File: src/rtl/fc_argmax_seq_if.sv
// Handshake bundle between the final fully-connected layer, the argmax
// back-end and whatever consumes the classification result.
//
// Signals:
//   in_valid / in_ready   score-vector handshake (producer -> back-end)
//   scores_in             OC packed signed Q8.8 scores, score k at [16k+15:16k]
//   out_valid / out_ready result handshake (back-end -> consumer)
//   out_class             index of the winning score
//   out_score             winning signed Q8.8 score
//   out_margin            unsigned distance from winner to runner-up
//
// Modports:
//   master  drives the vector and accepts the result (upstream/downstream side)
//   slave   the argmax back-end itself
interface fc_argmax_seq_if #(
  parameter int OC   = 10,
  parameter int IDXW = $clog2(OC)
);
  logic              in_valid;
  logic              in_ready;
  logic [OC*16-1:0]  scores_in;
  logic              out_valid;
  logic              out_ready;
  logic [IDXW-1:0]   out_class;
  logic [15:0]       out_score;
  logic [16:0]       out_margin;

  modport master (
    output in_valid, scores_in, out_ready,
    input  in_ready, out_valid, out_class, out_score, out_margin
  );

  modport slave (
    input  in_valid, scores_in, out_ready,
    output in_ready, out_valid, out_class, out_score, out_margin
  );
endinterface

File: src/rtl/fc_argmax_seq.sv
// Sequential argmax back-end for the classifier's final FC layer.
// A score vector is latched in one handshake, then scanned one score per
// cycle keeping the best and second-best values. The winner's index, its
// score and the margin to the runner-up are presented and held until the
// consumer accepts them.
//
// Ports:
//   clk    system clock, rising edge
//   rst_n  asynchronous active-low reset
//   bus    fc_argmax_seq_if.slave (vector in, result out)
module fc_argmax_seq #(
  parameter int OC   = 10,
  parameter int IDXW = $clog2(OC)
) (
  input  logic          clk,
  input  logic          rst_n,
  fc_argmax_seq_if.slave bus
);

  typedef enum logic [1:0] {
    IDLE,
    SCAN,
    DONE
  } state_t;

  state_t              state;
  logic signed [15:0]  scores [OC];
  logic signed [15:0]  best;
  logic signed [15:0]  second;
  logic [IDXW-1:0]     idx;
  logic [IDXW-1:0]     scan_idx;

  logic signed [15:0]  cur;
  logic signed [15:0]  best_nxt;
  logic signed [15:0]  second_nxt;
  logic [IDXW-1:0]     idx_nxt;
  logic [16:0]         margin_nxt;

  // One compare step of the scan. Strict greater-than keeps the lowest
  // index on ties and lets an equal value fall through to become the
  // runner-up, which yields a zero margin for duplicated maxima.
  always_comb begin
    cur        = scores[scan_idx];
    best_nxt   = best;
    second_nxt = second;
    idx_nxt    = idx;
    if (cur > best) begin
      second_nxt = best;
      best_nxt   = cur;
      idx_nxt    = scan_idx;
    end else if (cur > second) begin
      second_nxt = cur;
    end
  end

  // The margin is taken from the post-compare values so the last score
  // of the vector is included. Sign-extending both operands to 17 bits
  // makes the full range (up to 65535) representable without overflow.
  always_comb begin
    margin_nxt = {best_nxt[15], best_nxt} - {second_nxt[15], second_nxt};
  end

  // Control FSM with registered handshake and result outputs. The result
  // fields are only written on entry to DONE, so they keep their value
  // after handoff until the next vector finishes.
  always_ff @(posedge clk or negedge rst_n) begin
    if (!rst_n) begin
      state          <= IDLE;
      bus.in_ready   <= 1'b1;
      bus.out_valid  <= 1'b0;
      bus.out_class  <= '0;
      bus.out_score  <= '0;
      bus.out_margin <= '0;
      best           <= '0;
      second         <= '0;
      idx            <= '0;
      scan_idx       <= '0;
      for (int k = 0; k < OC; k++) begin
        scores[k] <= '0;
      end
    end else begin
      case (state)
        IDLE: begin
          if (bus.in_valid) begin
            for (int k = 0; k < OC; k++) begin
              scores[k] <= bus.scores_in[16*k +: 16];
            end
            best         <= bus.scores_in[15:0];
            second       <= 16'sh8000;
            idx          <= '0;
            scan_idx     <= IDXW'(1);
            bus.in_ready <= 1'b0;
            state        <= SCAN;
          end
        end

        SCAN: begin
          best   <= best_nxt;
          second <= second_nxt;
          idx    <= idx_nxt;
          if (scan_idx == IDXW'(OC - 1)) begin
            bus.out_class  <= idx_nxt;
            bus.out_score  <= best_nxt;
            bus.out_margin <= margin_nxt;
            bus.out_valid  <= 1'b1;
            state          <= DONE;
          end else begin
            scan_idx <= scan_idx + IDXW'(1);
          end
        end

        DONE: begin
          if (bus.out_ready) begin
            bus.out_valid <= 1'b0;
            bus.in_ready  <= 1'b1;
            state         <= IDLE;
          end
        end

        default: begin
          state         <= IDLE;
          bus.in_ready  <= 1'b1;
          bus.out_valid <= 1'b0;
        end
      endcase
    end
  end

endmodule
File: src/flat_wrapper.sv
// flat-port wrapper written by rule: the top's interface ports become plain ports
module fc_argmax_seq_flat 
#(
  parameter int OC   = 10,
  parameter int IDXW = $clog2(OC)
)
  (clk, rst_n, bus_in_valid, bus_scores_in, bus_out_ready, bus_in_ready, bus_out_valid, bus_out_class, bus_out_score, bus_out_margin);
  fc_argmax_seq_if #(.OC(OC), .IDXW(IDXW)) bus_i ();
  input  logic clk;
  input  logic rst_n;
  input wire logic [$bits(bus_i.in_valid)-1:0] bus_in_valid;
  input wire logic [$bits(bus_i.scores_in)-1:0] bus_scores_in;
  input wire logic [$bits(bus_i.out_ready)-1:0] bus_out_ready;
  output wire logic [$bits(bus_i.in_ready)-1:0] bus_in_ready;
  output wire logic [$bits(bus_i.out_valid)-1:0] bus_out_valid;
  output wire logic [$bits(bus_i.out_class)-1:0] bus_out_class;
  output wire logic [$bits(bus_i.out_score)-1:0] bus_out_score;
  output wire logic [$bits(bus_i.out_margin)-1:0] bus_out_margin;
  assign bus_i.in_valid = bus_in_valid;
  assign bus_i.scores_in = bus_scores_in;
  assign bus_i.out_ready = bus_out_ready;
  assign bus_in_ready = bus_i.in_ready;
  assign bus_out_valid = bus_i.out_valid;
  assign bus_out_class = bus_i.out_class;
  assign bus_out_score = bus_i.out_score;
  assign bus_out_margin = bus_i.out_margin;
  fc_argmax_seq #(.OC(OC), .IDXW(IDXW)) u_core (.clk(clk), .rst_n(rst_n), .bus(bus_i));
endmodule
File: config.mk
export PLATFORM = sky130hd
export DESIGN_NAME = fc_argmax_seq_flat
export DESIGN_NICKNAME = d
export VERILOG_FILES = /design/src/rtl/fc_argmax_seq_if.sv /design/src/rtl/fc_argmax_seq.sv /design/src/flat_wrapper.sv
export SDC_FILE = /design/constraint.sdc
export NUM_CORES = 1
export LEC_CHECK = 0
export ABC_AREA = 1
export ABC_CLOCK_PERIOD_IN_PS = 4700
export CORE_MARGIN = 5
export CORE_UTILIZATION = 55
export DETAILED_ROUTE_END_ITERATION = 8
export GPL_ROUTABILITY_DRIVEN = 1
export PLACE_DENSITY = 0.83
export SYNTH_ARGS = -nofsm -noshare
export SYNTH_HDL_FRONTEND = slang
export SYNTH_SLANG_ARGS = --single-unit
File: constraint.sdc
create_clock -name clk -period 4.7 [get_ports clk]
set_clock_uncertainty 0.05 [all_clocks]
set_input_delay 1.175 -clock clk [delete_from_list [all_inputs] [get_ports clk]]
set_output_delay 1.175 -clock clk [all_outputs]
set_load 0.005 [all_outputs]
Yosys cells after proc, flatten, opt, wreduce, memory -nomap -nowiden
Index checks and enable logic that the tools add are counted.
Widths: inputs -> output; s select.
{ "classes": {"n_addsub": 2, "order_cmp": 3, "eq_ne": 7, "n_mux": 26, "n_bitwise": 3, "n_reduce_logical": 9} }
{ "op_table": {"columns": ["op", "n"], "rows": [
  ["$mux 16", 7],
  ["$bmux 16 s4", 1],
  ["$pmux 16 s2", 2],
  ["$gt 16x16->1", 2],
  ["$sub 16x16->17", 1],
  ["$mux 4", 4],
  ["$pmux 4 s2", 2],
  ["$reduce_and 3->1", 4],
  ["$mux 2", 3],
  ["$ne 2x2->1 const B", 3],
  ["$pmux 1 s3", 2],
  ["$pmux 2 s3", 1],
  ["$reduce_and 2->1", 3],
  ["$ge 5x5->1 const B", 1],
  ["$not 4->5", 1],
  ["$add 4x1->4 const B", 1],
  ["$eq 4x4->1 const B", 1],
  ["$mux 1", 4],
  ["$eq 2x1->1 const B", 1],
  ["$eq 2x2->1 const B", 1],
  ["$logic_not 2->1", 1],
  ["$ne 2x1->1 const B", 1],
  ["$not 1->1", 2],
  ["$reduce_bool 2->1", 1]
]} }
{ "totals": {"reg_bits": 241, "input_bits": 164, "output_inout_bits": 39, "wordCells": 70} }

Depth between registers and ports, before layout
{ "logic_depth": {"depth_word": 8, "depth_mapped": 37, "depth_no_buf": 35} }

Least setup slack after synthesis
OpenSTA, ideal clock, no wires.
{ "synth_path": {"path_kind": "reg-to-reg", "startpoint": "register u_core.scan_idx[0]", "endpoint": "register u_core.bus.out_margin[16]", "setup_time_ns": 0.082, "t_arrival_ns": 4.047, "required_time_ns": 4.568, "path_slack_ns": 0.521, "path_stages_with_launch": 34, "n_path_buf": 4, "synth_period_minus_slack_ns": 4.179, "path_cell_list": "dfrtp_1 -> buf_4 -> buf_6 -> nor2_1 -> nor2_1 -> o21ai_0 -> o211ai_1 -> nand3_1 -> nand2_1 -> ha_1 -> nand2_1 -> inv_1 -> o21ai_0 -> a21oi_1 -> nor2_1 -> nand2_1 -> nand2_1 -> nand3_2 -> buf_6 -> buf_6 -> nand3_1 -> and2_1 -> ha_1 -> inv_1 -> fa_1 -> nand3_1 -> nand2_1 -> a21boi_0 -> nor2_1 -> inv_1 -> nand2_1 -> nand3_1 -> nand3_1 -> a31oi_1"} }
{ "synth_between": {"elab_chain_len": 8, "elab_cells_between_ends": 12, "cone_classes": "add/sub (1); order compare (2); eq/ne (1); mux (6); bitwise (1); reduce/logical (1)"} }
{ "synth_lines": {"columns": ["element", "line", "rtl"], "rows": [
  ["from (decl)", "fc_argmax_seq.sv:31", "logic [IDXW-1:0] scan_idx;"],
  ["from (signal assigned)", "fc_argmax_seq.sv:108", "scan_idx <= scan_idx + IDXW'(1);"],
  ["$not 4->5 (not written as such)", "fc_argmax_seq.sv:43", "cur = scores[scan_idx];"],
  ["$bmux 16 s4", "fc_argmax_seq.sv:43", null],
  ["$mux 16 (not written as such) (2 in a row)", "fc_argmax_seq.sv:43", null],
  ["$gt 16x16->1", "fc_argmax_seq.sv:51", "end else if (cur > second) begin"],
  ["$mux 16", "fc_argmax_seq.sv:51", null],
  ["$mux 16", "fc_argmax_seq.sv:47", "if (cur > best) begin"],
  ["$sub 16x16->17", "fc_argmax_seq.sv:60", "margin_nxt = {best_nxt[15], best_nxt} - {second_nxt[15], second_nxt};"],
  ["to (signal assigned)", "fc_argmax_seq.sv:104", "bus.out_margin <= margin_nxt;"],
  ["to (decl)", "fc_argmax_seq_if.sv:35", "output in_ready, out_valid, out_class, out_score, out_margin"]
]} }
Several ways; a longest one is shown, not always the timed one. The select of a mux whose other input is x is not followed.
A chain may end at the register's enable or synchronous reset.

Worst setup path in the final report
{ "layout_path": {"startpoint": "register u_core.scan_idx[0]", "endpoint": "register u_core.bus.out_margin[7]"} }
{ "layout_between": {"elab_cells_between_ends": 12, "cone_classes": "add/sub (1); order compare (2); eq/ne (1); mux (6); bitwise (1); reduce/logical (1)"} }
{ "layout_rtl": {"columns": ["element", "line", "rtl"], "rows": [
  ["$not 4->5 (not written as such) (*)", "fc_argmax_seq.sv:43", null],
  ["$bmux 16 s4 (*)", "fc_argmax_seq.sv:43", null],
  ["$mux 16 (not written as such) (*) (2 in a row)", "fc_argmax_seq.sv:43", null],
  ["$gt 16x16->1", "fc_argmax_seq.sv:47", null],
  ["$mux 16 (*)", "fc_argmax_seq.sv:47", null],
  ["named net u_core.best_nxt[2]", "fc_argmax_seq.sv:34", "logic signed [15:0] best_nxt;"],
  ["$sub 16x16->17 (*)", "fc_argmax_seq.sv:60", null]
]} }
The timed path passes the listed nets; every way through them passes the cells marked *. The select of a mux whose other input is x is not followed.

==> metrics.yaml <==
outcome: "completed"
via_per_inst: 5.49
synth_fp_nets: 2002
worst_slew_margin_rel_pct: 47.0
grt_max_degree: 153
multi_input_area_um2: 6510
syn_avg_cell_area_um2: 7.39
overflow: 0
fill_cells: 1856
criticalPathCategory: "reg2reg"
synth-seq-cells: 241
r2r-end: "u_core.bus.out_margin[7]"
start_util_pct: 56.1
vias: 13000
finalCriticalPeriod_ns: 4.56
gp_congestion: 0.940
area_growth_syn_to_layout_pct: 31.2
hold_end: "u_core.bus.in_ready"
first_iter_violations: 1210
diodes: 0
final_cell_area_um2: 17300
drv_cap: 0
hold_depth: 2
clock.fmax_mhz: 219
antenna_left: 0
setup_viol: 0
rr_worst_depth: 25
first_pass_iters: 5
nNetsFinal: 2255
placed_area_um2: 16100
antenna_found_initial: 0
cts-htree-levels: 1
grt_usage_pct: 30.8
placed_cells: 2326
port_buffers: 202
clk_pin_slew_worst_paths_ns: 0.07
synthCells: 1787
hpwl_um: 30600
drive_gt1_share_pct: 12.0
fp.coreArea_um2: 23500
synth-seq-area-share_pct: 45.7
worst-r2r-setup-slack_ns: 0.14
min_path_type: "reg2reg"
synth-edff-count: 0
holdCritStartpoint: "u_core.bus.in_ready"
crit_path_start_kind: "flop"
wirelength_um: 42600
wl_per_cell_um: 17.9
finalCritPeriodShare_pct: 97.0
numCtsBuffers: 25
timing_hold_violations_final: 0
layoutNonFillerInstCount: 2378
insertion_delay_ns: 0.55
row_count: 56
required_ns: 5.03
async_flop_share_pct: 100
post-place-ws_ns: -0.166
tightest_slew_ns: 0.795
seq_area_um2: 6030
cts_tree: "yes"
cts_sinks: 241
die_x_um: 165
yosysWarningCount: 0
grt_pass1_wl_um: 65900
die_h_um: 165
grt_pass1_vias: 12600
fin_ws_ns: 0.142
clockBufferDepth: 3
drc_errors: 0
yosys.cell_types.count: 43
crit_arrival_ns: 4.89
io_pins: 203
critical_path.max_fanout: 32
rr_startpoint: "u_core.scan_idx[0]"
die_area_um2: 27200
synth_area_um2: 13200
synth_top_flop_cell: "dfrtp_1"
maxSlewViolCount: 0
critPathCaptureType: "flop"
cts_root_buffer: "clkbuf_16"
[critical path: stages (launching register included)]
cell and delay [ns]:
dfrtp_2 0.45, inv_2 0.09, buf_12 0.17, o21ai_0 0.32, o211ai_1 0.22, nand3_2 0.16
nand2_1 0.13, ha_1 0.29, nand2_1 0.06, inv_1 0.05, o21ai_1 0.09, a21oi_2 0.07
nor2_1 0.13, nand3_1 0.14, nand3_4 0.15, buf_4 0.20, nand2_1 0.10, o21a_1 0.15
ha_1 0.33, a21oi_1 0.15, o21ai_1 0.11, a21oi_2 0.20, o21ai_2 0.10, buf_4 0.15
xnor2_1 0.22, o21ai_0 0.11
[through the flow]
step / hold slack [ns] / utilization [%] / TNS [ns]
finish: 0.415 / 73.5 / 0
detailed placement: 0.405 / 68.2 / -1.11
global placement: 0.400 / 68.2 / -0.0989
floorplan: 0.394 / - / 0
CTS: 0.415 / 72.0 / 0
global route: 0.428 / 73.5 / -0.354
[synthesized netlist by cell type (3+ instances only)]
cell / n / area share, %
a31oi_1: 5 / 0.24
buf_1: 8 / 0.23
nand3_2: 3 / 0.23
ha_1: 50 / 4.7
nor2_1: 132 / 3.8
inv_1: 109 / 3.1
xor2_1: 3 / 0.20
nand3_1: 134 / 5.1
buf_6: 13 / 1.1
o21ai_0: 108 / 4.1
nand2_2: 5 / 0.24
o21a_1: 16 / 0.91
xnor2_1: 5 / 0.33
buf_4: 10 / 0.57
nand3b_1: 3 / 0.17
dfrtp_1: 240 / 46
o211ai_1: 15 / 0.85
o22ai_1: 16 / 0.76
a21oi_1: 27 / 1.0
o21ai_1: 12 / 0.46
clkbuf_1: 30 / 0.85
nand4_1: 17 / 0.81
nand2_1: 765 / 22
nor3_1: 3 / 0.11
buf_2: 29 / 1.1
inv_2: 7 / 0.20
[sequential cells by signal, summed over array words and instances, names as in the netlist]
register,count
u_core.bus.out_margin,17
u_core.bus.out_valid,1
u_core.scores,160
u_core.idx,4
u_core.bus.in_ready,1
u_core.bus.out_class,4
u_core.bus.out_score,16
u_core.state,2
u_core.second,16
u_core.best,16
u_core.scan_idx,4
[layout by cell type, fill, tap and decap left out, drive strengths merged]
cell type	count
clkinv	6
clkdlybuf4s50	201
a221oi	1
bufinv	3
o21a	16
a21oi	27
a31oi	5
o21bai	2
and2	2
o21ai	121
nor2	134
nand3	138
or2	1
nor3	4
clkinvlp	4
ha	50
a211oi	2
a21boi	1
dfrtp	240
buf	116
nand3b	3
and3	1
o211ai	15
nor3b	1
inv	118
nand2	771
dfstp	1
xor2	3
fa	1
xnor2	5
o22ai	16
a21o	1
nand4	17
clkbuf	32
[worst max path at each step]
stage	slack (ns)	endpoint	from
floorplan	0.52	u_core.bus.out_margin[16]	u_core.scan_idx[0]
global placement	-0.05	u_core.bus.out_margin[16]	u_core.scan_idx[0]
detailed placement	-0.17	u_core.bus.out_margin[16]	u_core.scan_idx[0]
CTS	0.0008	u_core.bus.out_margin[8]	u_core.scan_idx[0]
global route	-0.07	u_core.bus.out_margin[12]	u_core.scan_idx[0]
finish	0.14	u_core.bus.out_margin[7]	u_core.scan_idx[0]
[layer usage]
metal	part of all wire, %	wire length (µm)	vias to the layer above	track usage (%)
met5	0	0	-	0
met4	3.2	1380	0	10.0
met3	8.0	3400	100	5.69
met2	46	19600	598	48.9
met1	43	18300	6143	42.9
li1	-	-	6207	-
[what timing repair did]
action	CTS	global route
cloned	0	1
endpoints found under the setup margin	11	12
pin swaps	0	16
hold buffers	0	0
resized for setup	6	83
buffers inserted	0	5
[kinds of logic after synthesis]
| kind of cell | after synthesis | share of synthesized area [%] |
|---|---|---|
| AOI/OAI and AO/OA | 207 | 8.81 |
| xor gates and xnor gates | 8 | 0.531 |
| adders and majority gates | 51 | 4.89 |
| buffers and inverters | 208 | 7.23 |
| DFF | 241 | 45.7 |
| and+or+nand+nor | 1072 | 32.8 |
[layout make-up]
cell class,count,share of cell area [%]
clock buffers,31,4.03
clock inverters,15,1.06
inverters,116,2.54
multi-input cells,1338,37.6
flip-flops and latches,241,34.9
well taps,319,2.31
repair buffers,318,17.6
Power is not shown: default switching activity piles up to over one toggle a cycle in this logic, so the estimate is an artifact.
